`config.mk`:
```
export PLATFORM = sky130hd
export DESIGN_NAME = spi_cfg_target_flat
export DESIGN_NICKNAME = d
export VERILOG_FILES = /design/src/rtl/spi_cfg_target_if.sv /design/src/rtl/spi_cfg_target.sv /design/src/flat_wrapper.sv
export SDC_FILE = /design/constraint.sdc
export NUM_CORES = 1
export LEC_CHECK = 0
export ABC_AREA = 1
export CAP_MARGIN = 40
export CORE_ASPECT_RATIO = 0.8
export CORE_UTILIZATION = 25
export DETAILED_ROUTE_END_ITERATION = 12
export GPL_TIMING_DRIVEN = 0
export SLEW_MARGIN = 20
export SYNTH_ARGS = -nofsm -noshare
export SYNTH_HDL_FRONTEND = slang
export SYNTH_SLANG_ARGS = --single-unit
```
`constraint.sdc`:
```
create_clock -name clk -period 3.75 [get_ports clk]
set_clock_uncertainty 0.1 [all_clocks]
set_input_delay 0.5625 -clock clk [delete_from_list [all_inputs] [get_ports clk]]
set_output_delay 0.5625 -clock clk [all_outputs]
set_load 0.1 [all_outputs]
```
`src/rtl/spi_cfg_target_if.sv`:
```
// SPI pad bundle between an external MCU (master) and the config target (slave).
//   spi_sclk / spi_cs_n / spi_mosi : driven by the MCU
//   spi_miso / spi_miso_oe         : driven by the target
interface spi_cfg_target_if;
    logic spi_sclk;
    logic spi_cs_n;
    logic spi_mosi;
    logic spi_miso;
    logic spi_miso_oe;

    modport master (output spi_sclk, spi_cs_n, spi_mosi, input spi_miso, spi_miso_oe);
    modport slave  (input spi_sclk, spi_cs_n, spi_mosi, output spi_miso, spi_miso_oe);
endinterface

```
`src/rtl/spi_cfg_target.sv`:
```
// SPI mode-0 config target for the pedal control registers.
// SCLK/CS_N/MOSI are oversampled in the core clock domain (clk >= 8x SCLK).
// Frame: 16 bits MSB first, [15] rw (1=write), [14:8] addr, [7:0] data.
// Map: 0 thres, 1 slope, 2 gain, 3 ctrl[4:0], 4 status_in (ro), 5 ID_VALUE (ro).
// Ports:
//   clk, rst_n    core clock, async active-low reset
//   spi           SPI pads (slave modport)
//   status_in     live status byte, sampled at read-address decode
//   thres/slope/gain/ctrl  register outputs
//   cfg_update    one-cycle pulse when a write commits
//   frame_err     one-cycle pulse when a frame aborts early
// Build option: define SPI_CFG_READBACK_EN to build the read mux and MISO shifter;
// otherwise spi_miso/spi_miso_oe are tied low.
module spi_cfg_target #(
    parameter int         SYNC_STAGES = 2,
    parameter logic [7:0] ID_VALUE    = 8'hA5,
    parameter logic [7:0] THRES_RST   = 8'h80,
    parameter logic [7:0] SLOPE_RST   = 8'h10,
    parameter logic [7:0] GAIN_RST    = 8'h40
) (
    input  logic              clk,
    input  logic              rst_n,
    spi_cfg_target_if.slave   spi,
    input  logic [7:0]        status_in,
    output logic [7:0]        thres,
    output logic [7:0]        slope,
    output logic [7:0]        gain,
    output logic [4:0]        ctrl,
    output logic              cfg_update,
    output logic              frame_err
);
    typedef enum logic [1:0] {IDLE, ADDR, DATA, DONE} state_e;

    logic [SYNC_STAGES-1:0] sclk_sync_q, sclk_sync_d, cs_sync_q, cs_sync_d;
    logic [SYNC_STAGES-1:0] mosi_sync_q, mosi_sync_d, vld_pipe_q, vld_pipe_d;
    logic       sclk_prev_q, sclk_prev_d, armed_q, armed_d, commit_q, commit_d;
    logic       cfg_update_q, cfg_update_d, frame_err_q, frame_err_d;
    state_e     state_q, state_d;
    logic [3:0] bit_cnt_q, bit_cnt_d;
    logic [15:0] rx_q, rx_d;
    logic [7:0] thres_q, thres_d, slope_q, slope_d, gain_q, gain_d;
    logic [4:0] ctrl_q, ctrl_d;

    logic sclk_s, cs_s, mosi_s, sclk_rise, vld_full, last_rise;
    logic [7:0] hdr;

    assign sclk_s    = sclk_sync_q[SYNC_STAGES-1];
    assign cs_s      = cs_sync_q[SYNC_STAGES-1];
    assign mosi_s    = mosi_sync_q[SYNC_STAGES-1];
    assign sclk_rise = sclk_s & ~sclk_prev_q;
    // Synchronizer outputs only reflect the pads once the reset values are flushed.
    assign vld_full  = &vld_pipe_q;
    assign last_rise = (state_q == DATA) && sclk_rise && (bit_cnt_q == 4'd15);
    // {rw, addr} as it will be after the 8th rise is shifted in
    assign hdr       = {rx_q[6:0], mosi_s};

`ifdef SPI_CFG_READBACK_EN
    logic [7:0] tx_q, tx_d, rd_byte;
    logic       miso_q, miso_d, sclk_fall;
    assign sclk_fall = ~sclk_s & sclk_prev_q;

    always_comb begin
        rd_byte = 8'h00;
        case (hdr[6:0])
            7'd0: rd_byte = thres_q;
            7'd1: rd_byte = slope_q;
            7'd2: rd_byte = gain_q;
            7'd3: rd_byte = {3'b000, ctrl_q};
            7'd4: rd_byte = status_in;
            7'd5: rd_byte = ID_VALUE;
            default: rd_byte = 8'h00;
        endcase
    end

    assign spi.spi_miso    = miso_q & ~cs_s;
    assign spi.spi_miso_oe = ~cs_s;
`else
    logic unused_status;
    assign unused_status   = ^status_in;
    assign spi.spi_miso    = 1'b0;
    assign spi.spi_miso_oe = 1'b0;
`endif

    always_comb begin
        sclk_sync_d  = {sclk_sync_q[SYNC_STAGES-2:0], spi.spi_sclk};
        cs_sync_d    = {cs_sync_q[SYNC_STAGES-2:0], spi.spi_cs_n};
        mosi_sync_d  = {mosi_sync_q[SYNC_STAGES-2:0], spi.spi_mosi};
        vld_pipe_d   = {vld_pipe_q[SYNC_STAGES-2:0], 1'b1};
        sclk_prev_d  = sclk_s;
        armed_d      = armed_q;
        commit_d     = 1'b0;
        cfg_update_d = 1'b0;
        frame_err_d  = 1'b0;
        state_d      = state_q;
        bit_cnt_d    = bit_cnt_q;
        rx_d         = rx_q;
        thres_d      = thres_q;
        slope_d      = slope_q;
        gain_d       = gain_q;
        ctrl_d       = ctrl_q;
`ifdef SPI_CFG_READBACK_EN
        tx_d         = tx_q;
        miso_d       = miso_q;
`endif

        case (state_q)
            IDLE: begin
                // A frame starts only on a low seen after a genuine high on the pad,
                // so a CS held low across reset cannot open a frame.
                if (vld_full && cs_s) begin
                    armed_d = 1'b1;
                end else if (armed_q && !cs_s) begin
                    armed_d   = 1'b0;
                    state_d   = ADDR;
                    bit_cnt_d = 4'd0;
                end
            end
            ADDR, DATA: begin
                if (sclk_rise) begin
                    rx_d      = {rx_q[14:0], mosi_s};
                    bit_cnt_d = bit_cnt_q + 4'd1;
                    if (state_q == ADDR && bit_cnt_q == 4'd7) begin
                        state_d = DATA;
`ifdef SPI_CFG_READBACK_EN
                        tx_d = hdr[7] ? 8'h00 : rd_byte;
`endif
                    end
                    if (last_rise) begin
                        state_d  = DONE;
                        commit_d = 1'b1;
                    end
                end
                // A CS rise coincident with the 16th rise completes the frame.
                if (cs_s && !last_rise) begin
                    state_d     = IDLE;
                    frame_err_d = 1'b1;
                end
            end
            DONE: if (cs_s) state_d = IDLE;
            default: state_d = IDLE;
        endcase

`ifdef SPI_CFG_READBACK_EN
        if (state_q == DATA && sclk_fall) begin
            miso_d = tx_q[7];
            tx_d   = {tx_q[6:0], 1'b0};
        end
        if (cs_s) miso_d = 1'b0;
`endif

        if (commit_q && rx_q[15] && rx_q[14:8] < 7'd4) begin
            cfg_update_d = 1'b1;
            case (rx_q[9:8])
                2'd0: thres_d = rx_q[7:0];
                2'd1: slope_d = rx_q[7:0];
                2'd2: gain_d  = rx_q[7:0];
                default: ctrl_d = rx_q[4:0];
            endcase
        end
    end

    always_ff @(posedge clk or negedge rst_n) begin
        if (!rst_n) begin
            sclk_sync_q  <= '0;
            cs_sync_q    <= '1;
            mosi_sync_q  <= '0;
            vld_pipe_q   <= '0;
            sclk_prev_q  <= 1'b0;
            armed_q      <= 1'b0;
            commit_q     <= 1'b0;
            cfg_update_q <= 1'b0;
            frame_err_q  <= 1'b0;
            state_q      <= IDLE;
            bit_cnt_q    <= 4'd0;
            rx_q         <= 16'h0000;
            thres_q      <= THRES_RST;
            slope_q      <= SLOPE_RST;
            gain_q       <= GAIN_RST;
            ctrl_q       <= 5'd0;
`ifdef SPI_CFG_READBACK_EN
            tx_q         <= 8'h00;
            miso_q       <= 1'b0;
`endif
        end else begin
            sclk_sync_q  <= sclk_sync_d;
            cs_sync_q    <= cs_sync_d;
            mosi_sync_q  <= mosi_sync_d;
            vld_pipe_q   <= vld_pipe_d;
            sclk_prev_q  <= sclk_prev_d;
            armed_q      <= armed_d;
            commit_q     <= commit_d;
            cfg_update_q <= cfg_update_d;
            frame_err_q  <= frame_err_d;
            state_q      <= state_d;
            bit_cnt_q    <= bit_cnt_d;
            rx_q         <= rx_d;
            thres_q      <= thres_d;
            slope_q      <= slope_d;
            gain_q       <= gain_d;
            ctrl_q       <= ctrl_d;
`ifdef SPI_CFG_READBACK_EN
            tx_q         <= tx_d;
            miso_q       <= miso_d;
`endif
        end
    end

    assign thres      = thres_q;
    assign slope      = slope_q;
    assign gain       = gain_q;
    assign ctrl       = ctrl_q;
    assign cfg_update = cfg_update_q;
    assign frame_err  = frame_err_q;
endmodule

```
`src/flat_wrapper.sv`:
```
// flat-port wrapper written by rule: the top's interface ports become plain ports
module spi_cfg_target_flat 
#(
    parameter int         SYNC_STAGES = 2,
    parameter logic [7:0] ID_VALUE    = 8'hA5,
    parameter logic [7:0] THRES_RST   = 8'h80,
    parameter logic [7:0] SLOPE_RST   = 8'h10,
    parameter logic [7:0] GAIN_RST    = 8'h40
)
  (clk, rst_n, status_in, thres, slope, gain, ctrl, cfg_update, frame_err, spi_spi_sclk, spi_spi_cs_n, spi_spi_mosi, spi_spi_miso, spi_spi_miso_oe);
  spi_cfg_target_if spi_i ();
  input  logic clk;
  input  logic rst_n;
  input  logic [7:0] status_in;
  output logic [7:0] thres;
  output logic [7:0] slope;
  output logic [7:0] gain;
  output logic [4:0] ctrl;
  output logic cfg_update;
  output logic frame_err;
  input wire logic [$bits(spi_i.spi_sclk)-1:0] spi_spi_sclk;
  input wire logic [$bits(spi_i.spi_cs_n)-1:0] spi_spi_cs_n;
  input wire logic [$bits(spi_i.spi_mosi)-1:0] spi_spi_mosi;
  output wire logic [$bits(spi_i.spi_miso)-1:0] spi_spi_miso;
  output wire logic [$bits(spi_i.spi_miso_oe)-1:0] spi_spi_miso_oe;
  assign spi_i.spi_sclk = spi_spi_sclk;
  assign spi_i.spi_cs_n = spi_spi_cs_n;
  assign spi_i.spi_mosi = spi_spi_mosi;
  assign spi_spi_miso = spi_i.spi_miso;
  assign spi_spi_miso_oe = spi_i.spi_miso_oe;
  spi_cfg_target #(.SYNC_STAGES(SYNC_STAGES), .ID_VALUE(ID_VALUE), .THRES_RST(THRES_RST), .SLOPE_RST(SLOPE_RST), .GAIN_RST(GAIN_RST)) u_core (.clk(clk), .rst_n(rst_n), .spi(spi_i), .status_in(status_in), .thres(thres), .slope(slope), .gain(gain), .ctrl(ctrl), .cfg_update(cfg_update), .frame_err(frame_err));
endmodule
```
=== Word-level counts from Yosys, hierarchy flattened ===
Index checks and enable logic that the tools add are counted.
Widths: inputs -> output; s select.

* Input port bits: 13
* Latch bits: 0
* Output and inout port bits: 33
* Memories: 0
* RAM bits: 0
* Word-level logic and storage cells: 79
* Bits in registers: 64
* Memory bits (read-only): 0

* Bitwise logic cells: 3
* Reduce and logical (&&, ||, !) cells: 25
* Add/subtract/negate cells: 1
* Equality and inequality tests: 13
* Div/mod/pow operators: 0
* Magnitude comparators: 1
* Mux-type cells: 20
* Multiply operators: 0
* Shifts and indexed selects: 0

{| class="wikitable"
|+ Operators by type and width
! operator !! count
|-
| $mux 2 || 7
|-
| $reduce_and 2->1 || 7
|-
| $mux 4 || 3
|-
| $logic_and 1x1->1 || 8
|-
| $mux 1 || 8
|-
| $pmux 4 s2 || 1
|-
| $lt 7x3->1 const B || 1
|-
| $eq 2x2->1 const B || 3
|-
| $ne 2x1->1 const B || 3
|-
| $pmux 2 s3 || 1
|-
| $reduce_and 5->1 || 1
|-
| $add 4x1->4 const B || 1
|-
| $eq 2x1->1 const B || 2
|-
| $eq 4x3->1 const B || 1
|-
| $eq 4x4->1 const B || 1
|-
| $logic_not 2->1 || 2
|-
| $ne 4x1->1 const B || 1
|-
| $reduce_and 4->1 || 1
|-
| $reduce_bool 2->1 || 2
|-
| $ne 3x1->1 const B || 1
|-
| $reduce_or 3->1 || 1
|-
| $logic_not 1->1 || 2
|-
| $ne 2x2->1 const B || 1
|-
| $not 1->1 || 2
|-
| other kinds (2) || 2
|}

=== Depth between registers and ports, before layout ===
Gate-level depths: netlist (run 1).

* Depth after elaboration: 8
* Mapped depth: 10
* Gate-level depth less buffers: 10

=== Worst setup path after synthesis (run 1) ===
Ideal clock, no wire load.

* Path type: flip-flop to flip-flop
* From: register u_core.state_q[0]
* To: register u_core.bit_cnt_q[0]
* Data arrival time: 1.334 ns
* Library setup time: 0.127 ns
* Stages on the path, launching flop included: 10
* Clock period less this slack: 1.561 ns
* Slack: 2.189 ns
* Path buffers: 0
* Required time: 3.523 ns
* Cell sequence: dfrtp_1 inv_1 ha_1 inv_2 nor2_4 nand2_2 nand2_1 inv_1 nand2_1 o21ai_0

* Longest elaborated chain between the ends: 4
* Elaborated cells between the ends (all ways): 10
* Classes of those cells: 5 x eq/ne; 1 x mux; 4 x reduce/logical

{| class="wikitable"
|+ RTL lines
! element !! RTL line !! source
|-
| from (decl) || spi_cfg_target.sv:38 || <nowiki>state_e state_q, state_d;</nowiki>
|-
| from (signal assigned) || spi_cfg_target.sv:194 || <nowiki>state_q <= state_d;</nowiki>
|-
| $eq 2x1->1 or $eq 2x2->1 (tied branches) || spi_cfg_target.sv:106 || <nowiki>case (state_q)</nowiki>
|-
| $reduce_or 2->1 || spi_cfg_target.sv:106 ||
|-
| $ne 2x1->1 (no line) or $reduce_bool 2->1 (tied branches) || - ||
|-
| $reduce_and 4->1 (no line) || - ||
|-
| to (signal assigned) || spi_cfg_target.sv:195 || <nowiki>bit_cnt_q <= bit_cnt_d;</nowiki>
|-
| to (decl) || spi_cfg_target.sv:39 || <nowiki>logic [3:0] bit_cnt_q, bit_cnt_d;</nowiki>
|}

Several ways; a longest one is shown, not always the timed one.
A chain may end at the register's enable or synchronous reset.

=== Final worst setup path (run 1) ===
* From: register u_core.gain_q[6] (netlist: u_core.gain[6])
* To: output gain[6]

{| class="wikitable"
|+ RTL lines
! element !! RTL line !! source
|-
| from (decl) || spi_cfg_target.sv:41 || <nowiki>logic [7:0] thres_q, thres_d, slope_q, slope_d, gain_q, gain_d;</nowiki>
|-
| from (signal assigned) || spi_cfg_target.sv:199 || <nowiki>gain_q <= gain_d;</nowiki>
|-
| to (decl) || flat_wrapper.sv:17 || <nowiki>output logic [7:0] gain;</nowiki>
|}

No word-level cell between the ends.

==> flow_metrics.env, run 1 <==
export IMPL_cts_tree="yes"
export IMPL_grt_pass1_vias=1886
export IMPL_fin_nets=351
export IMPL_r2r_start="u_core.state_q[0]$_DFFE_PN0P_"
export IMPL_drtAntennaViolNets=0
export IMPL_grt_max_degree=55
export IMPL_vdd_drop_max_v=0.000242
export IMPL_finalCritPeriodShare_pct=60.8
export IMPL_grt_busiest_layer="met2"
export IMPL_syn_inst=253
export IMPL_min_from="u_core.sclk_sync_q[0]$_DFF_PN0_"
export IMPL_dieArea_um2=10900
export IMPL_cap_violations=0
export IMPL_yosysWarningCount=0
export IMPL_synthDistinctLibCells=27
export IMPL_path_clk_slew_ns=0.05
export IMPL_design_area_um2=3980
export IMPL_cts_resized=0
export IMPL_post_cts_buffers=0
export IMPL_drc=0
export IMPL_reg2reg_depth=6
export IMPL_routed_wl_um=5480
export IMPL_placed_cell_area_um2=3650
export IMPL_dr_first_iter_drc_count=95
export IMPL_first_pass_iters=4
export IMPL_synth_cell_area_um2=2620
export IMPL_drive_gt1_share_pct=23.7
export IMPL_avgSynthCellArea_um2=10.4
export IMPL_antenna_found_initial=0
export IMPL_rsz0062_at_grt="no"
export IMPL_clk_latency_ns=0.32
export IMPL_clock_sinks=64
export IMPL_end_kind="output port"
export IMPL_viasPerCell=4.10
export IMPL_die_w_um=116
export IMPL_layout_min_cycle_time_ns=2.28
export IMPL_post_drt_wl_per_cell_um=11.5
export IMPL_dp_hpwl_um=3890
export IMPL_grt_pass1_wl_um=9230
export IMPL_hold_viol=0
export IMPL_powerDensity_nw_per_um2=512
export IMPL_htree_levels=3
export IMPL_grt_usage_pct=11.2
export IMPL_die_h_um=93.5
export IMPL_grtUsageMet2_pct=17.0
export IMPL_row_count=33
export IMPL_crit_arrival_ns=1.62
export IMPL_cts_root_buf="clkbuf_16"
export IMPL_ioPinCount=46
export IMPL_vias=1962
export IMPL_synth_seq_cells=64
export IMPL_gp_congestion=0.784
export IMPL_antenna_cells=0
export IMPL_worstPathRequired_ns=3.09
export IMPL_hold_path_endpoint="u_core.sclk_sync_q[1]$_DFF_PN0_"
export IMPL_path_class="reg -> out"
export IMPL_synth_seq_area_share_pct=61.4
export IMPL_grt_ovfl_total=0
export IMPL_fmax_mhz=439
export IMPL_hold_class="reg -> reg"
export IMPL_p_leak_nw=1.76
export IMPL_postCtsHoldBufs=1
export IMPL_start_util_pct=25.7
export IMPL_worst_r2r_setup_slack_ns=1.92
export IMPL_finalSetupTns_ns=0
export IMPL_grtUsageMet1_pct=15.1
export IMPL_cp_max_fo=2
export IMPL_cts_buffers=9
export IMPL_outcome="complete, no violations"
export IMPL_core_um2=10200
export IMPL_worst_hold_slack_ns=0.247
export IMPL_startpoint_type="register"
export IMPL_whs_path_depth=0
export IMPL_slew_viol_final=0
export IMPL_cts_max_path_buffers=2
export IMPL_rr_endpoint="u_core.rx_q[4]$_DFFE_PN0P_"
export IMPL_port_buffers=35
export IMPL_syn_to_final_growth_pct=52.1
export IMPL_use_met3_pct=3.31
export IMPL_setup_viol=0
==> layer usage <==
metal	wire [um]	vias up
met1	2650	950
met4	63	0
met3	167	7
li1	-	970
met5	0	-
met2	2600	35
==> state kept, by name (all words and copies together) (netlist names), 4 cells and up <==
name	flops
u_core.rx_q	16
u_core.gain	8
u_core.slope	8
u_core.thres	8
u_core.ctrl	5
u_core.bit_cnt_q	4
==> cells in the final DEF, fill, tap and decap left out, drive strengths merged <==
cell type | netlist | final
nand2 | 64 | 64
dfrtp | 59 | 59
o21ai | 50 | 50
buf | 7 | 40
clkdlybuf4s50 | 0 | 34
inv | 30 | 30
nand3 | 13 | 13
clkbuf | 1 | 12
nor2 | 10 | 10
ha | 5 | 5
dfstp | 5 | 5
conb | 2 | 3
o21a | 2 | 2
clkinvlp | 0 | 2
bufinv | 0 | 2
nand4 | 1 | 1
nand3b | 1 | 1
a22oi | 1 | 1
nor3 | 1 | 1
a21oi | 1 | 1
clkinv | 0 | 1
dlygate4sd3 | 0 | 1
==> critical path, stage by stage (launching register included) <==
cell and delay (ns):
dfstp_2 0.53, clkdlybuf4s50_1 0.57, buf_16 0.19
==> worst max path at each step <==
stage | from | to | slack (ns) | cells past startpoint
after CTS | u_core.gain[6]$_DFFE_PN1P_ | gain[6] | 1.46 | 2
after detailed placement | u_core.gain[6]$_DFFE_PN1P_ | gain[6] | 1.83 | 2
after floorplan | u_core.state_q[0]$_DFFE_PN0P_ | u_core.bit_cnt_q[0]$_DFFE_PN0P_ | 2.19 | 9
after global placement | rst_n | u_core.state_q[1]$_DFFE_PN0P_ | -0.05 | 1
after global routing | u_core.gain[6]$_DFFE_PN1P_ | gain[6] | 1.44 | 2
final | u_core.gain[6]$_DFFE_PN1P_ | gain[6] | 1.47 | 2
==> synth_stat cells, drive strengths merged <==
cell    instances  area (um2)
nand2          64         243
dfrtp          59        1480
o21ai          50         280
inv            30         113
nand3          13         120
nor2           10        61.3
buf             7        58.8
dfstp           5         131
ha              5        62.6
conb            2        7.51
o21a            2        15.0
a21oi           1        5.00
a22oi           1        7.51
clkbuf          1        3.75
nand3b          1        7.51
nand4           1        21.3
nor3            1        5.00
==> cells by family (layout without fill, tap and decap cells) <==
family                   count (synthesis)  count (layout)  share of synthesized area, %
AND/OR/NAND/NOR                         90              90                          17.5
AO/OA/AOI/OAI                           54              54                          11.8
other                                    2               3                         0.287
flip-flops                              64              64                          61.4
adder cells (fa/ha/maj)                  5               5                          2.39
buffers and inverters                   38             122                          6.69
==> area by class of cell <==
class,count,area (um2)
Tap cell,140,175
Clock inverter,5,80.1
Fill cell,971,6210
Buffer,8,62.6
Multi-Input combinational cell,152,840
Clock buffer,11,243
Sequential cell,64,1610
Timing Repair Buffer,68,863
Inverter,30,113
==> power by group <==
group          leakage [nW]  switching (mW)  internal (mW)
Sequential            0.848          0.0519          0.768
Clock                 0.152           0.284          0.598
Combinational         0.760           0.244         0.0952
Total                  1.76           0.580           1.46
==> metrics by stage <==
stage          worst slack [ns]  total power, mW  util (%)  instances
6_report                   1.47             2.04      39.1        478
2_1_floorplan              2.19             1.05         -        254
5_1_grt                    1.44             2.14      39.1        478
3_5_place_dp               1.83             1.17      35.8        461
4_1_cts                    1.46             2.06      39.1        478
3_3_place_gp            -0.0484             1.15      30.9        429
Note: power is estimated with default switching activity, not from simulation.
==> run 2, diff against run 1 <==
==> constraint.sdc (replaced) <==
create_clock -name clk -period 2.3 [get_ports clk]
set_clock_uncertainty 0.1 [all_clocks]
set_input_delay 0.345 -clock clk [delete_from_list [all_inputs] [get_ports clk]]
set_output_delay 0.345 -clock clk [all_outputs]
set_load 0.1 [all_outputs]
==> results of run 2 <==
Same layout as run 1 (identical final DEF). Status: complete, no violations.
Main changes from that run: setup slack after placement 1.83 ns -> 0.472 ns; setup slack after layout 1.47 ns -> 0.238 ns; register-to-register setup slack 1.92 ns -> 0.47 ns; total power 2.04 mW -> 3.33 mW; worst IR drop on VDD 0.000242 V -> 0.000395 V
